File: src/rtl/button_conditioner.sv
// button_conditioner: per-channel two-flop synchronizer followed by a
// counting debouncer. A channel's level only changes after its synchronised
// input has disagreed with the current level for DEBOUNCE_CYCLES consecutive
// clock edges. A one-cycle rise/fall pulse accompanies each accepted change,
// registered so it lines up with the new button_level value.
//
// There is no handshake: button_level is a continuous level, and each
// button_rise / button_fall pulse lasts exactly one clock cycle with no
// back-pressure, so a consumer must sample every cycle.
module button_conditioner #(
    parameter int CHANNELS        = 2,
    parameter int DEBOUNCE_CYCLES = 120000
) (
    input  logic                clock,
    input  logic                reset,
    input  logic [CHANNELS-1:0] button_in,
    output logic [CHANNELS-1:0] button_level,
    output logic [CHANNELS-1:0] button_rise,
    output logic [CHANNELS-1:0] button_fall
);

    // Counter is wide enough to hold DEBOUNCE_CYCLES, although it never
    // goes past DEBOUNCE_CYCLES-1.
    localparam int CW = $clog2(DEBOUNCE_CYCLES + 1);
    localparam logic [CW-1:0] CNT_LAST = CW'(DEBOUNCE_CYCLES - 1);

    logic [CHANNELS-1:0] sync_meta;
    logic [CHANNELS-1:0] sync_s;

    // Two-flop synchronizer; sync_s is the only input the debouncer sees.
    always_ff @(posedge clock or posedge reset) begin
        if (reset) begin
            sync_meta <= '0;
            sync_s    <= '0;
        end else begin
            sync_meta <= button_in;
            sync_s    <= sync_meta;
        end
    end

    for (genvar i = 0; i < CHANNELS; i++) begin : g_chan
        logic [CW-1:0] count_q;
        logic          level_q;
        logic          rise_q;
        logic          fall_q;

        // Debounce: count consecutive disagreeing edges, clear on any
        // agreement, and accept the new level on the last counted edge.
        always_ff @(posedge clock or posedge reset) begin
            if (reset) begin
                count_q <= '0;
                level_q <= 1'b0;
                rise_q  <= 1'b0;
                fall_q  <= 1'b0;
            end else begin
                rise_q <= 1'b0;
                fall_q <= 1'b0;
                if (sync_s[i] == level_q) begin
                    count_q <= '0;
                end else if (count_q == CNT_LAST) begin
                    count_q <= '0;
                    level_q <= sync_s[i];
                    rise_q  <= sync_s[i];
                    fall_q  <= ~sync_s[i];
                end else begin
                    count_q <= count_q + CW'(1);
                end
            end
        end

        assign button_level[i] = level_q;
        assign button_rise[i]  = rise_q;
        assign button_fall[i]  = fall_q;
    end

endmodule
File: config.mk
export PLATFORM = sky130hd
export DESIGN_NAME = button_conditioner
export DESIGN_NICKNAME = d
export VERILOG_FILES = /design/src/rtl/button_conditioner.sv
export SDC_FILE = /design/constraint.sdc
export NUM_CORES = 1
export LEC_CHECK = 0
export BUFFER_PORTS_ARGS = -buffer_cell sky130_fd_sc_hd__buf_2
export CORE_UTILIZATION = 55
export CTS_CLUSTER_DIAMETER = 60
export CTS_CLUSTER_SIZE = 14
export DETAILED_ROUTE_END_ITERATION = 7
export PLACE_DENSITY = 0.71
export SLEW_MARGIN = 0
export SYNTH_ARGS = -nofsm -noshare
export SYNTH_HDL_FRONTEND = slang
export SYNTH_SLANG_ARGS = --single-unit
File: constraint.sdc
create_clock -name clock -period 2.3 [get_ports clock]
set_clock_uncertainty 0.1 [all_clocks]
set_input_delay 0.46 -clock clock [delete_from_list [all_inputs] [get_ports clock]]
set_output_delay 0.46 -clock clock [all_outputs]
set_load 0.02 [all_outputs]
# Yosys cells after proc, flatten, opt, wreduce, memory -nomap -nowiden
# Index checks and enable logic that the tools add are counted.
dict set report word_totals {
  word_cells 34
  reg_bits 44
}
dict set report classes {
  eq_ne 4
  addsub 2
  n_reduce_logical 2
  bitwise_logic 4
  mux 12
}
# cell n
set op_table {}
lappend op_table {{$mux W17} 4}
lappend op_table {{$add A17 B1 Y17 const B} 2}
lappend op_table {{$eq A17 B17 Y1 const B} 2}
lappend op_table {{$mux W1} 8}
lappend op_table {{$not A1 Y1} 4}
lappend op_table {{$reduce_and A2 Y1} 2}
lappend op_table {{$eq A1 B1 Y1} 2}

# Longest topological paths before layout
# Gate-level depths: netlist (run 1).
dict set report logic_depth {
  depth_word 3
  mapped_depth 6
  mapped_depth_nobuf 5
}

# Least setup slack after synthesis (run 1)
# No wires, ideal clock.
dict set report synth_timing {
  kind {register to register}
  start {register g_chan[0].count_q[0]}
  end {register g_chan[0].level_q}
  path_stages_with_launch 6
  period_less_slack_ps 2007
  arrival_ps 1782
  n_path_buf 0
  required_ps 2075
  setup_slack_ps 293
  cell_sequence {dfrtp_1 > ha_1 > nand3_4 > or2_4 > or4_4 > mux2_4}
}
dict set report synth_via {
  elab_chain_len 2
}
# element line_no
set synth_rtl {}
lappend synth_rtl {{from (decl)} 42} ;# logic [CW-1:0] count_q;
lappend synth_rtl {{from (signal assigned)} 66} ;# count_q <= count_q + CW'(1);
lappend synth_rtl {{$eq A17 B17 Y1} 60} ;# end else if (count_q == CNT_LAST) begin
lappend synth_rtl {{$reduce_and A2 Y1 (no line)} n/a}
lappend synth_rtl {{to (signal assigned)} 62} ;# level_q <= sync_s[i];
lappend synth_rtl {{to (decl)} 43} ;# logic level_q;
# Every way passes these cells.
# A chain may end at the register's enable or synchronous reset.

# Worst setup path in the final report (run 1)
# Same ends and word-level chain as after synthesis.

==> results list, run 1 <==
- Max Clk Rate: roughly 0.47 GHz
* Hold Path Class: primary input to register
* Cell-by-cell trace of the critical path: ha_1, nand3_4, or2_4, or4_4, mux2_4
* Leading cell type by number of instances after synthesis: sky130_fd_sc_hd__dfrtp_1
- The number of different library cells used by synthesis comes to 29.
- In this run, placement finished with an instance count of roughly 250.
* Dominant register cell in the synthesized netlist: sky130_fd_sc_hd__dfrtp_1
- Standard cell with the maximum stage delay on the critical path: sky130_fd_sc_hd__or4_4
- Length of the first detailed-routing pass in iterations: 4
* Nature of the critical path startpoint: register
* Data required time of the worst path: approximately 2.4 ns
- Post-CTS setup buffer count: 0
* Final Power: 0.00135 W
- Relative slew slack: 64.9%
* Worst setup EP type: register
- Sequential elements use 53.2% of the synthesized area.
- Root buffer cell: sky130_fd_sc_hd__clkbuf_8
* Largest net degree at the start of global routing: 45
* Worst Path Buf+Inv: 0
- Final cycle utilization of the critical path: 92.6%
* Effective utilization at floorplan: between 50% and 60%
- CP Max Fanout: 8
- Share of cells above drive strength 1: approximately 14%
* DR WL met3: about 120 um
- For this run, the post-layout net count is 213.
- Insertion delay of the later-clocked pin in the worst-skew pair: about 0.29 ns
* Met2 wire length: around 1900 um
- Of the post-synthesis cell area, the dominant cell type holds 53.2%.
- Final hold vios: 0
- WL per Instance: 14.0 um
* Setup repair after global routing missed its margin: no
* Width of the chip: ~63 um
- Detailed routing inserted a total of 1439 vias.
- The congestion estimate from routability-driven global placement came to between 0.9 and 1.
* Fill cell total of the finished layout: 289
- TritonCTS built the clock tree.
* Global-route wire length before repair: 6320 um
- Counting the buffers created by CTS gives 5.
- Synth Register Bits: 44
* Yosys warns: 0
- The final max-slew violation count is 0.
- Via count normalized by instance count: 5.67
- The initial antenna violation count came to 0.
* DPL Wire Length: 2510 um
* Number of top-level design ports: 10
* Wl on met1: about 1500 um
- Outcome: finished clean
- Proportion of register bits with asynchronous set or reset after synthesis: 100%
* Maximum clock path buffer count: 2
* Fin cells: approximately 250
- Setup violations remaining at the end of the flow were counted as 0.
- Dominant cell type by area after synthesis: sky130_fd_sc_hd__dfrtp_1
* Area growth from synthesis to layout: 8.64%
* Clock period minus worst slack: 2.13 ns
* Violation count after the first detailed-routing iteration: 109
* Number of H-tree levels: 2
- Final total negative setup slack: 0 ns
- In this run, post-CTS repair resized a total of 0 instances.
* Mapped Avg Cell Area: 10.6 um^2
* Remaining design rule violation count: 0
* Dominant delay contributor by cell family on the critical path: simple AND/OR/NAND/NOR gates
- After clock tree synthesis, the clock-pin slew on the worst setup and hold paths is approximately 0.080 ns.
* Commonest cells in the synthesized netlist: sky130_fd_sc_hd__dfrtp_1, sky130_fd_sc_hd__nor2_1, sky130_fd_sc_hd__xnor2_1, sky130_fd_sc_hd__nand4_1, sky130_fd_sc_hd__nor4_1
- The number of antenna diodes in the final layout is 0.
- Total wire length: between 3000 and 4000 um
- Cts-stage hold buffer count: 0
- Area of the die: about 0.004 mm^2
- The worst-case IR drop observed on VDD is roughly 0.51 mV.
- For this run, the slowest stage of the critical path takes 0.51 ns.
- After detailed routing, no signal wire sits above met4.
- The number of global-route vias before repair is ~1500.
- Global route overflow: 0
- Max_cap viols: 0
* Placeable core region: 0.00347 mm^2
* Pwr per Cell Area: approximately 600 mW/mm^2
- The synthesized design contains 0 enable-type register cells.
* Cell count after synthesis: around 200
- Summed over all cells, the static leakage comes to between 0.9 and 1 nW.
- Y dimension of the die: ~63 um
- The worst setup path is of the register to register kind.
- Worst endpoint data arrival time: between 2 and 2.5 ns
- Synth Net Count: around 200
- In this run the core area contains 21 standard-cell rows.
* GRT Overall Usage: about 21%
- Synth top area cells: sky130_fd_sc_hd__dfrtp_1, sky130_fd_sc_hd__xnor2_1, sky130_fd_sc_hd__nor2_1, sky130_fd_sc_hd__nand4_1, sky130_fd_sc_hd__xor2_1
* IO Port Bufs: 9
- Sink Count: 44
* Detail Route Antenna Nets: 0
- For the pin with the worst max-slew slack, the measured transition is approximately 0.53 ns.
* Cell Area, Synth: a little over 0.002 mm^2
cell families (layout without fill, tap and decap cells):
logic type	after synthesis	after routing	synth area share [%]
multiplexers	2	2	1.27
AO/OA/AOI/OAI	2	2	1.93
XOR/XNOR	32	32	13.5
adder cells (fa/ha/maj)	2	2	1.21
buffers and inverters	15	28	3.93
flip-flops	44	44	53.2
AND/OR/NAND/NOR	98	98	25.0
metrics by stage:
| step | area (um^2) | hold WS [ns] | util, % | worst slack [ns] |
|---|---|---|---|---|
| 2_1_floorplan | 2070 | 0.231 | - | 0.293 |
| 3_3_place_gp | 2150 | 0.235 | 62.0 | 0.241 |
| 3_5_place_dp | 2150 | 0.242 | 62.0 | 0.173 |
| 4_1_cts | 2250 | 0.153 | 64.9 | 0.164 |
| 5_1_grt | 2250 | 0.149 | 64.9 | 0.120 |
| 6_report | 2250 | 0.166 | 64.9 | 0.169 |
final cells by class:
type                    count  area, um^2  share of cell area, %
clock buffers               6        82.6                   3.67
multi-input cells         136         888                   39.5
flip-flops and latches     44        1100                   48.9
clock inverters             2        15.0                  0.667
inverters                   6        22.5                   1.00
repair buffers             14        82.6                   3.67
well taps                  46        57.6                   2.56
worst reg2reg max path: cells and delay by family (launching register included):
kind,cells,cell delay (ns)
simple gates,3,0.94
flops,1,0.41
mux,1,0.31
fa+ha+maj,1,0.26
where the power goes:
group,internal (W),switching (W),total (W)
combinational,0.0000196,0.0000325,0.0000520
sequential,0.000785,0.0000132,0.000798
clock,0.000243,0.000261,0.000504
total,0.00105,0.000306,0.00135
layout by cell type, fill, tap and decap left out, drive strengths merged, types with 2 or more instances in the layout:
| cell | instances |
|---|---|
| and3 | 3 |
| buf | 14 |
| clkbuf | 6 |
| clkinvlp | 2 |
| dfrtp | 44 |
| ha | 2 |
| inv | 6 |
| mux2 | 2 |
| nand2 | 7 |
| nand3 | 9 |
| nand4 | 13 |
| nor2 | 37 |
| nor3 | 8 |
| nor3b | 4 |
| nor4 | 9 |
| nor4bb | 2 |
| xnor2 | 24 |
| xor2 | 8 |
path summary, 6_finish.rpt:
path                            slack (ns)            startpoint  cells past startpoint                   end
worst max-delay path                  0.17  g_chan[0].count_q[0]                      5     g_chan[0].level_q
max in group asynchronous             1.56                 reset                      3  g_chan[1].count_q[5]
worst min register to register        0.26          sync_meta[1]                      0             sync_s[1]
worst min-delay path                  0.17          button_in[1]                      1          sync_meta[1]
min in group asynchronous             0.19                 reset                      3             sync_s[0]
worst max register to register        0.17  g_chan[0].count_q[0]                      5     g_chan[0].level_q
flip-flops by register name (all words and copies together) (netlist names):
register and cells:
g_chan.count_q 34, g_chan.fall_q 2, g_chan.level_q 2, g_chan.rise_q 2, sync_meta 2, sync_s 2
per-layer routing:
| layer | global-route usage, % | up-vias |
|---|---|---|
| met2 | 36.4 | 34 |
| li1 | - | 687 |
| met3 | 5.43 | 8 |
| met4 | 9.66 | 0 |
| met1 | 22.8 | 710 |
| met5 | 0 | - |
Power figures use the tool's default switching activity.
==> inputs of run 2 (changes only) <==
--- a/config.mk
+++ b/config.mk
@@ -8,3 +8,3 @@
 export BUFFER_PORTS_ARGS = -buffer_cell sky130_fd_sc_hd__buf_2
-export CORE_UTILIZATION = 55
+export CORE_UTILIZATION = 40
 export CTS_CLUSTER_DIAMETER = 60
@@ -12,3 +12,4 @@
 export DETAILED_ROUTE_END_ITERATION = 7
-export PLACE_DENSITY = 0.71
+export PLACE_DENSITY = 0.54
+export SETUP_SLACK_MARGIN = 0.1
 export SLEW_MARGIN = 0
--- a/constraint.sdc
+++ b/constraint.sdc
@@ -4,2 +4,2 @@
 set_output_delay 0.46 -clock clock [all_outputs]
-set_load 0.02 [all_outputs]
+set_load 0.05 [all_outputs]
==> run 2 against run 1 <==
Against the previous run:
- critical path depth is the same
- sequential power is essentially flat
- register-to-register slack gained 0.03 ns
- design area grew 0.11%
- count of clock-buffer cells in the layout shrank 1
- combinational power shrank 4%
- hold slack lost 0.0023 ns
- worst setup slack gained 0.034 ns
- wire length grew 0.95%
- sequential share of layout area shrank 0.054 points
- first-iteration DRC count shrank 30%
- critical path type unchanged
==> results list, run 2 (synthesis gave the netlist of run 1 again) <==
* Wl on met1: around 1600 um
- The worst setup path is of the register to register kind.
* Combinational group share of total power: approximately 3.8%
- The register with the most flip-flops in the layout has 34 of them.
- DPL Wire Length: roughly 2400 um
- Setup violators final: 0
* Transition time at the pin with the least slew margin: 0.548 ns
- In this run, post-CTS repair resized a total of 0 instances.
* Nets: around 210
* Number of H-tree levels: 2
* Outcome: finished clean
- Placed instance count: 266
* Max Clk Rate: 0.477 GHz
* Clock period minus worst slack: 2.10 ns
- The worst-case IR drop observed on VDD is 0.407 mV.
- The critical path goes through ha_1, nand3_4, or2_4, or4_4, mux2_4.
- Switching power: 0.000306 W
- The floorplan has 25 rows.
- Remaining design rule violation count: 0
- Global route overflow: 0
* Sink Count: 44
- Total wire length: ~3600 um
- Data required time of the worst path: between 2 and 2.5 ns
* Root buffer cell: sky130_fd_sc_hd__clkbuf_8
- Number of clock buffers inserted by TritonCTS: 5
* Final cycle utilization of the critical path: 91.2%
- Input and output buffers added on the ports amount to 9.
* WL per Instance: roughly 13 um
- Hold Path Class: primary input to register
- Internal power comes to 0.00101 W.
* Via count normalized by instance count: between 5 and 6
- Final total negative setup slack: 0 ns
- Fin cells: between 200 and 300
- DR WL met3: between 100 and 150 um
- Setup repair after global routing missed its margin: no
* Weighted congestion reported at the end of routability-driven placement: ~0.87
- DR vias: approximately 1400
- For the worst-skew pair, the clock arrives at the later sink with an insertion delay of approximately 0.3 ns.
* Clk pwr share: a little over a third
- The slowest stage of the critical path is the sky130_fd_sc_hd__or4_4 cell.
* Worst setup EP type: register
- Global-route wire length before repair: 6560 um
* Pwr per Cell Area: 584 mW/mm^2
* N_diodes: 0
* Vias in the first global route: 1454
- Leakage power: about 0.92 nW
* Area of the die: about 0.0055 mm^2
- Share of total power in sequential cells: 60.6%
- The detail route stage leaves a number of antenna-violating nets equal to 0.
* Max_cap viols: 0
* Clock-pin transition on the worst setup and hold timing paths: 0.09 ns
* Placeable core region: slightly below 0.005 mm^2
- Largest net degree at the start of global routing: 45
- Measured along the y axis, the die boundary spans roughly 74 um.
- Number of top-level design ports: 10
- The largest single stage delay on the critical path is about 0.51 ns.
- Compared with the post-synthesis result, the final layout area differs by 8.76%.
- Initial antenna violation count: 0
- Effective utilization at floorplan: 42.7%
* Met2 wire length: roughly 1800 um
* Switching power as a share of total power: a little under a quarter
* Worst endpoint data arrival time: 2.19 ns
* Post-CTS setup buffer count: 0
- Register with the highest flop count: g_chan.count_q
* Width of the chip: approximately 74 um
- The post-route netlist has ~14% of its cells at a drive strength greater than 1.
* Final hold vios: 0
- Highest metal layer with signal wires: met4
- Leaving out fill and tap cells, the most frequent cell in the layout is sky130_fd_sc_hd__dfrtp_1.
- Of all nets on the critical path, the largest fanout is 8.
* Nature of the critical path startpoint: register
* Most frequent cells in the layout: sky130_fd_sc_hd__dfrtp_1, sky130_fd_sc_hd__nor2_1, sky130_fd_sc_hd__xnor2_1, sky130_fd_sc_hd__nand4_1
- Max-slew violation count: 0
- No sink is reached through more buffers than the 2 on the longest clock path.
- Final hold analysis gives a worst-case slack of ~0.16 ns.
- Length of the first detailed-routing pass in iterations: 4
* Cts-stage hold buffer count: 0
- GRT Overall Usage: 16.1%
- The worst pin sits at a relative slew slack of a little under two thirds.
- After the first detailed-routing iteration, the DRC count stood at between 70 and 80.
- TritonCTS clock tree: built
-- run 2: final timing paths --
check | startpoint | to | slack, ns | depth (start not counted)
setup / recovery | g_chan[0].count_q[0] | g_chan[0].level_q | 0.20 | 5
hold / removal | button_in[1] | sync_meta[1] | 0.16 | 1
setup reg to reg | g_chan[0].count_q[0] | g_chan[0].level_q | 0.20 | 5
hold reg to reg | sync_meta[0] | sync_s[0] | 0.24 | 0
max in group asynchronous | reset | g_chan[1].count_q[14] | 1.51 | 3
min in group asynchronous | reset | g_chan[1].count_q[5] | 0.20 | 3
-- run 2: critical path: cells and delay by family, from the launching register on --
| kind | cells | cell delay, ns |
|---|---|---|
| fa+ha+maj | 1 | 0.24 |
| flops | 1 | 0.40 |
| mux | 1 | 0.31 |
| simple gates | 3 | 0.94 |
-- run 2: power groups by stage --
stage / Clock, W / Sequential [W] / Combinational, W
2_1_floorplan: 0 / 0.000810 / 0.0000354
3_3_place_gp: 0 / 0.000812 / 0.0000508
3_5_place_dp: 0 / 0.000813 / 0.0000517
4_1_cts: 0.000483 / 0.000797 / 0.0000522
5_1_grt: 0.000515 / 0.000799 / 0.0000577
6_report: 0.000468 / 0.000797 / 0.0000500
-- run 2: layer usage --
| layer | vias up | GRT usage, % |
|---|---|---|
| met3 | 7 | 4.74 |
| met5 | - | 0 |
| met1 | 678 | 19.1 |
| met4 | 0 | 8.55 |
| met2 | 17 | 26.6 |
| li1 | 683 | - |
-- run 2: final cells by class --
type                       count  area [um^2]
clock buffer                   5         68.8
clock inverter                 2         12.5
fill                         481         2600
inverter                       6         22.5
multi-input combinational    136          888
sequential                    44         1100
tap                           67         83.8
timing repair buffer          13         75.1
-- run 2: stage by stage --
| stage | cell area (um^2) | power (W) | setup slack (ns) | utilization, % |
|---|---|---|---|---|
| 2_1_floorplan | 2070 | 0.000845 | 0.293 | - |
| 3_3_place_gp | 2170 | 0.000863 | 0.236 | 44.8 |
| 3_5_place_dp | 2170 | 0.000864 | 0.196 | 44.8 |
| 4_1_cts | 2250 | 0.00133 | 0.194 | 46.5 |
| 5_1_grt | 2250 | 0.00137 | 0.150 | 46.5 |
| 6_report | 2250 | 0.00131 | 0.203 | 46.5 |
==> inputs of run 3 (changes only) <==
ABC_AREA = 1   (was default)
CTS_BUF_LIST = sky130_fd_sc_hd__clkbuf_8   (was default)
==> run 3 against run 2 <==
Against the previous run:
- total power increased by 3.3%
- synthesized cell count increased by 52%
- first-iteration DRC count is 38% higher
- combinational power is 7.2% higher
- sequential cell count unchanged
- synthesized area is 13% higher
- final cell count up 40%
- global-route usage increased by 0.94 points
- die area increased by 13%
- critical path type unchanged
- largest cell class unchanged
- highest routed layer unchanged
==> results list, run 3 <==
* Outcome: finished clean
- Routability-driven placement finished with a final weighted congestion of about 0.84.
- Dividing the detail-routed via count by the number of cells gives 4.58.
* Total wire length: 4530 um
* Switching power as a share of total power: between 20% and 30%
* Final hold vios: 0
- In the layout the commonest cells are sky130_fd_sc_hd__nor2_1, sky130_fd_sc_hd__nand2_1, sky130_fd_sc_hd__dfrtp_1, sky130_fd_sc_hd__inv_1, sky130_fd_sc_hd__nand3_1.
- Detail Route Antenna Nets: 0
- Share of the yosys chip area belonging to registers: 47.0%
- Vias in the first global route: around 1800
- Synthesis produced a netlist whose cell count is around 300.
* Worst path max stage delay: slightly below 0.4 ns
- For this design, the slowest cell found on the critical path is sky130_fd_sc_hd__dfrtp_1.
- Final cell area excluding filler cells: between 0.002 and 0.003 mm^2
- For the final routed database, the setup TNS stands at 0 ns.
- The first global-routing pass estimated 8220 um of wire.
* N_diodes: 0
- The die covers about 0.006 mm^2.
- Width of the chip: roughly 79 um
- Count of different cell masters after synthesis: 27
- Maximum clock path buffer count: 2
- For this run, the detailed router's first-pass iteration total came to 4.
- Worst setup EP type: register
- OpenSTA, run right after detailed placement, puts the worst setup slack at 0.644 ns.
- Violation count after the first detailed-routing iteration: between 100 and 150
* Initial antenna violation count: 0
- Root buffer cell: sky130_fd_sc_hd__clkbuf_8
* Share of cells above drive strength 1: 13.6%
- The clock tree synthesis step divided the H-tree into 2 levels.
- Of all nets on the critical path, the largest fanout is 11.
* Number of flops mapped to enable cells by yosys: 0
* Nets: 314
* IO Port Bufs: 9
- The tree built by TritonCTS fans out to 44 sinks.
* Dominant cell type by area after synthesis: sky130_fd_sc_hd__dfrtp_1
* WL per Instance: 11.9 um
- Combinational group share of total power: between 3 and 4%
* Cell Area, Synth: ~0.0023 mm^2
* TritonCTS clock tree: built
* Flip-flop count of the largest register after layout: 34
- Largest net degree at the start of global routing: 19
* Global route overflow: 0
- 10 I/O pins were placed.
* Leakage power: 1.14 nW
- In this run the standard cell core region covers about 0.0056 mm^2.
- Of the total power, registers draw between 50% and 60%.
- The library cell used most frequently in the layout, excluding fill and tap cells, is sky130_fd_sc_hd__nor2_1.
- Once the clock tree was built, the setup fixing pass inserted 0 buffers.
- For this design the total switching power over the nets is approximately 0.00032 W.
* Worst IR drop on VDD: between 0.2 and 0.25 mV
- Dominant register cell in the synthesized netlist: sky130_fd_sc_hd__dfrtp_1
- Max_cap viols: 0
* Transition time at the pin with the least slew margin: roughly 0.4 ns
* Clock period minus worst slack: roughly 1.6 ns
* Max Clk Rate: slightly above 0.6 GHz
* Clk pwr share: 37.5%
- Counting every net in the synthesized netlist gives slightly above 300.
- Nature of the critical path startpoint: register
- Leading cell type by number of instances after synthesis: sky130_fd_sc_hd__nor2_1
* PostCTS Resize Cnt: 0
- In the finished design, the share of the clock period the worst path needs comes to a little under three quarters.
* Final Power: about 0.0014 W
- Synth Register Bits: 44
- Clock-pin slew was measured on the worst setup and hold paths at 0.09 ns.
- Cell-by-cell trace of the critical path: ha_1, nand2_2, nor2_4, nand3_1, nand2_1, nor2_1
- For this block, the via count after detailed routing is between 1500 and 2000.
* Share of Yosys cell area claimed by the top area cell type: 47.0%
- CP Class: register to register
- Cell Int Power: 0.00104 W
* Remaining design rule violation count: 0
- Setup repair after global routing missed its margin: no
- Area growth from synthesis to layout: 8.32%
- Proportion of register bits with asynchronous set or reset after synthesis: 100%
- Synth top area cells: sky130_fd_sc_hd__dfrtp_1, sky130_fd_sc_hd__nor2_1, sky130_fd_sc_hd__nand2_1, sky130_fd_sc_hd__inv_1, sky130_fd_sc_hd__xor2_1
- Across every metal layer, demand over resource in global routing totals about 17%.
* Worst endpoint data arrival time: ~1.7 ns
- At the worst endpoint, the required time is approximately 2.4 ns.
- Standard cell area after detailed placement: about 0.0024 mm^2
- Final worst slack: approximately 0.65 ns
- Averaged over all synthesized cells, the footprint is 7.92 um^2.
* Setup violators final: 0
- Pwr per Cell Area: approximately 530 mW/mm^2
- Max-slew violation count: 0
* DPL Wire Length: approximately 3400 um
* Relative slew slack: 73.7%
- For this design, the CTS-stage hold fixing added 0 buffers.
* Insertion delay of the later-clocked pin in the worst-skew pair: 0.30 ns
- During synthesis, Yosys emitted a total of 0 warnings.
- The register with the most flip-flops in the final layout is g_chan.count_q.
- Hold Path Class: primary input to async pin
* Commonest cells in the synthesized netlist: sky130_fd_sc_hd__nor2_1, sky130_fd_sc_hd__nand2_1, sky130_fd_sc_hd__dfrtp_1, sky130_fd_sc_hd__inv_1, sky130_fd_sc_hd__nand3_1
- Number of clock buffers inserted by TritonCTS: 5
* Effective utilization at floorplan: between 40% and 50%
- Row cnt: 27
* Y dimension of the die: between 70 and 80 um
-- run 3: changes by cell type after synthesis, moves of 9 or more --
cell	delta
sky130_fd_sc_hd__nor2_1	+25
sky130_fd_sc_hd__nand2_1	+49
sky130_fd_sc_hd__xnor2_1	-20
sky130_fd_sc_hd__inv_1	+34
sky130_fd_sc_hd__nor4_1	-9
sky130_fd_sc_hd__nand3_1	+11
-- run 3: logic make-up (layout without fill, tap and decap cells) --
| logic type | after synthesis | in the layout | share of synthesized area [%] |
|---|---|---|---|
| xor gates and xnor gates | 17 | 17 | 6.35 |
| DFF | 44 | 44 | 47.0 |
| adders and majority gates | 2 | 2 | 1.07 |
| buffers and inverters | 51 | 64 | 9.44 |
| AOI/OAI and AO/OA | 13 | 13 | 3.47 |
| and+or+nand+nor | 169 | 169 | 32.7 |
-- run 3: cell type report --
type / instances / area (um^2)
clock buffer: 6 / 82.6
timing repair buffer: 12 / 67.6
multi-input combinational: 201 / 1020
inverter: 44 / 165
fill: 574 / 3030
tap: 72 / 90.1
sequential: 44 / 1100
clock inverter: 2 / 11.3
-- run 3: final timing paths --
| check | start | endpoint | slack (ns) | cells after the start |
|---|---|---|---|---|
| max | g_chan[1].count_q[0] | g_chan[1].count_q[15] | 0.65 | 6 |
| min | reset | g_chan[1].rise_q | 0.02 | 2 |
| max reg2reg | g_chan[1].count_q[0] | g_chan[1].count_q[15] | 0.65 | 6 |
| min reg2reg | sync_meta[0] | sync_s[0] | 0.25 | 0 |
| max in group asynchronous | reset | g_chan[0].count_q[2] | 1.55 | 3 |
| min in group clock | button_in[0] | sync_meta[0] | 0.17 | 1 |
-- run 3: worst max-delay path: cells and delay by family, from the launching register on --
family                     cells  cell delay, ns
and+or+nand+nor                5            0.84
DFF                            1            0.39
adders and majority gates      1            0.19
-- run 3: power by group through the flow --
stage / Sequential [W] / Clock [W] / Combinational [W]
floorplan: 0.000808 / 0 / 0.0000392
global placement: 0.000810 / 0 / 0.0000553
detailed placement: 0.000810 / 0 / 0.0000561
CTS: 0.000795 / 0.000525 / 0.0000563
global route: 0.000798 / 0.000564 / 0.0000629
finish: 0.000795 / 0.000510 / 0.0000536
-- run 3: per-layer routing --
metal,wire length [um],track usage [%],vias up
met4,56,6.30,0
met1,2510,23.9,797
li1,-,-,925
met5,0,0,-
met3,119,4.30,5
met2,1850,25.2,19
-- run 3: metrics by stage --
step	utilization, %	cells	hold WS, ns
2_1_floorplan	-	296	0.231
3_3_place_gp	43.9	373	0.235
3_5_place_dp	43.9	373	0.235
4_1_cts	45.6	381	0.0287
5_1_grt	45.6	381	0.0386
6_report	45.6	381	0.0189
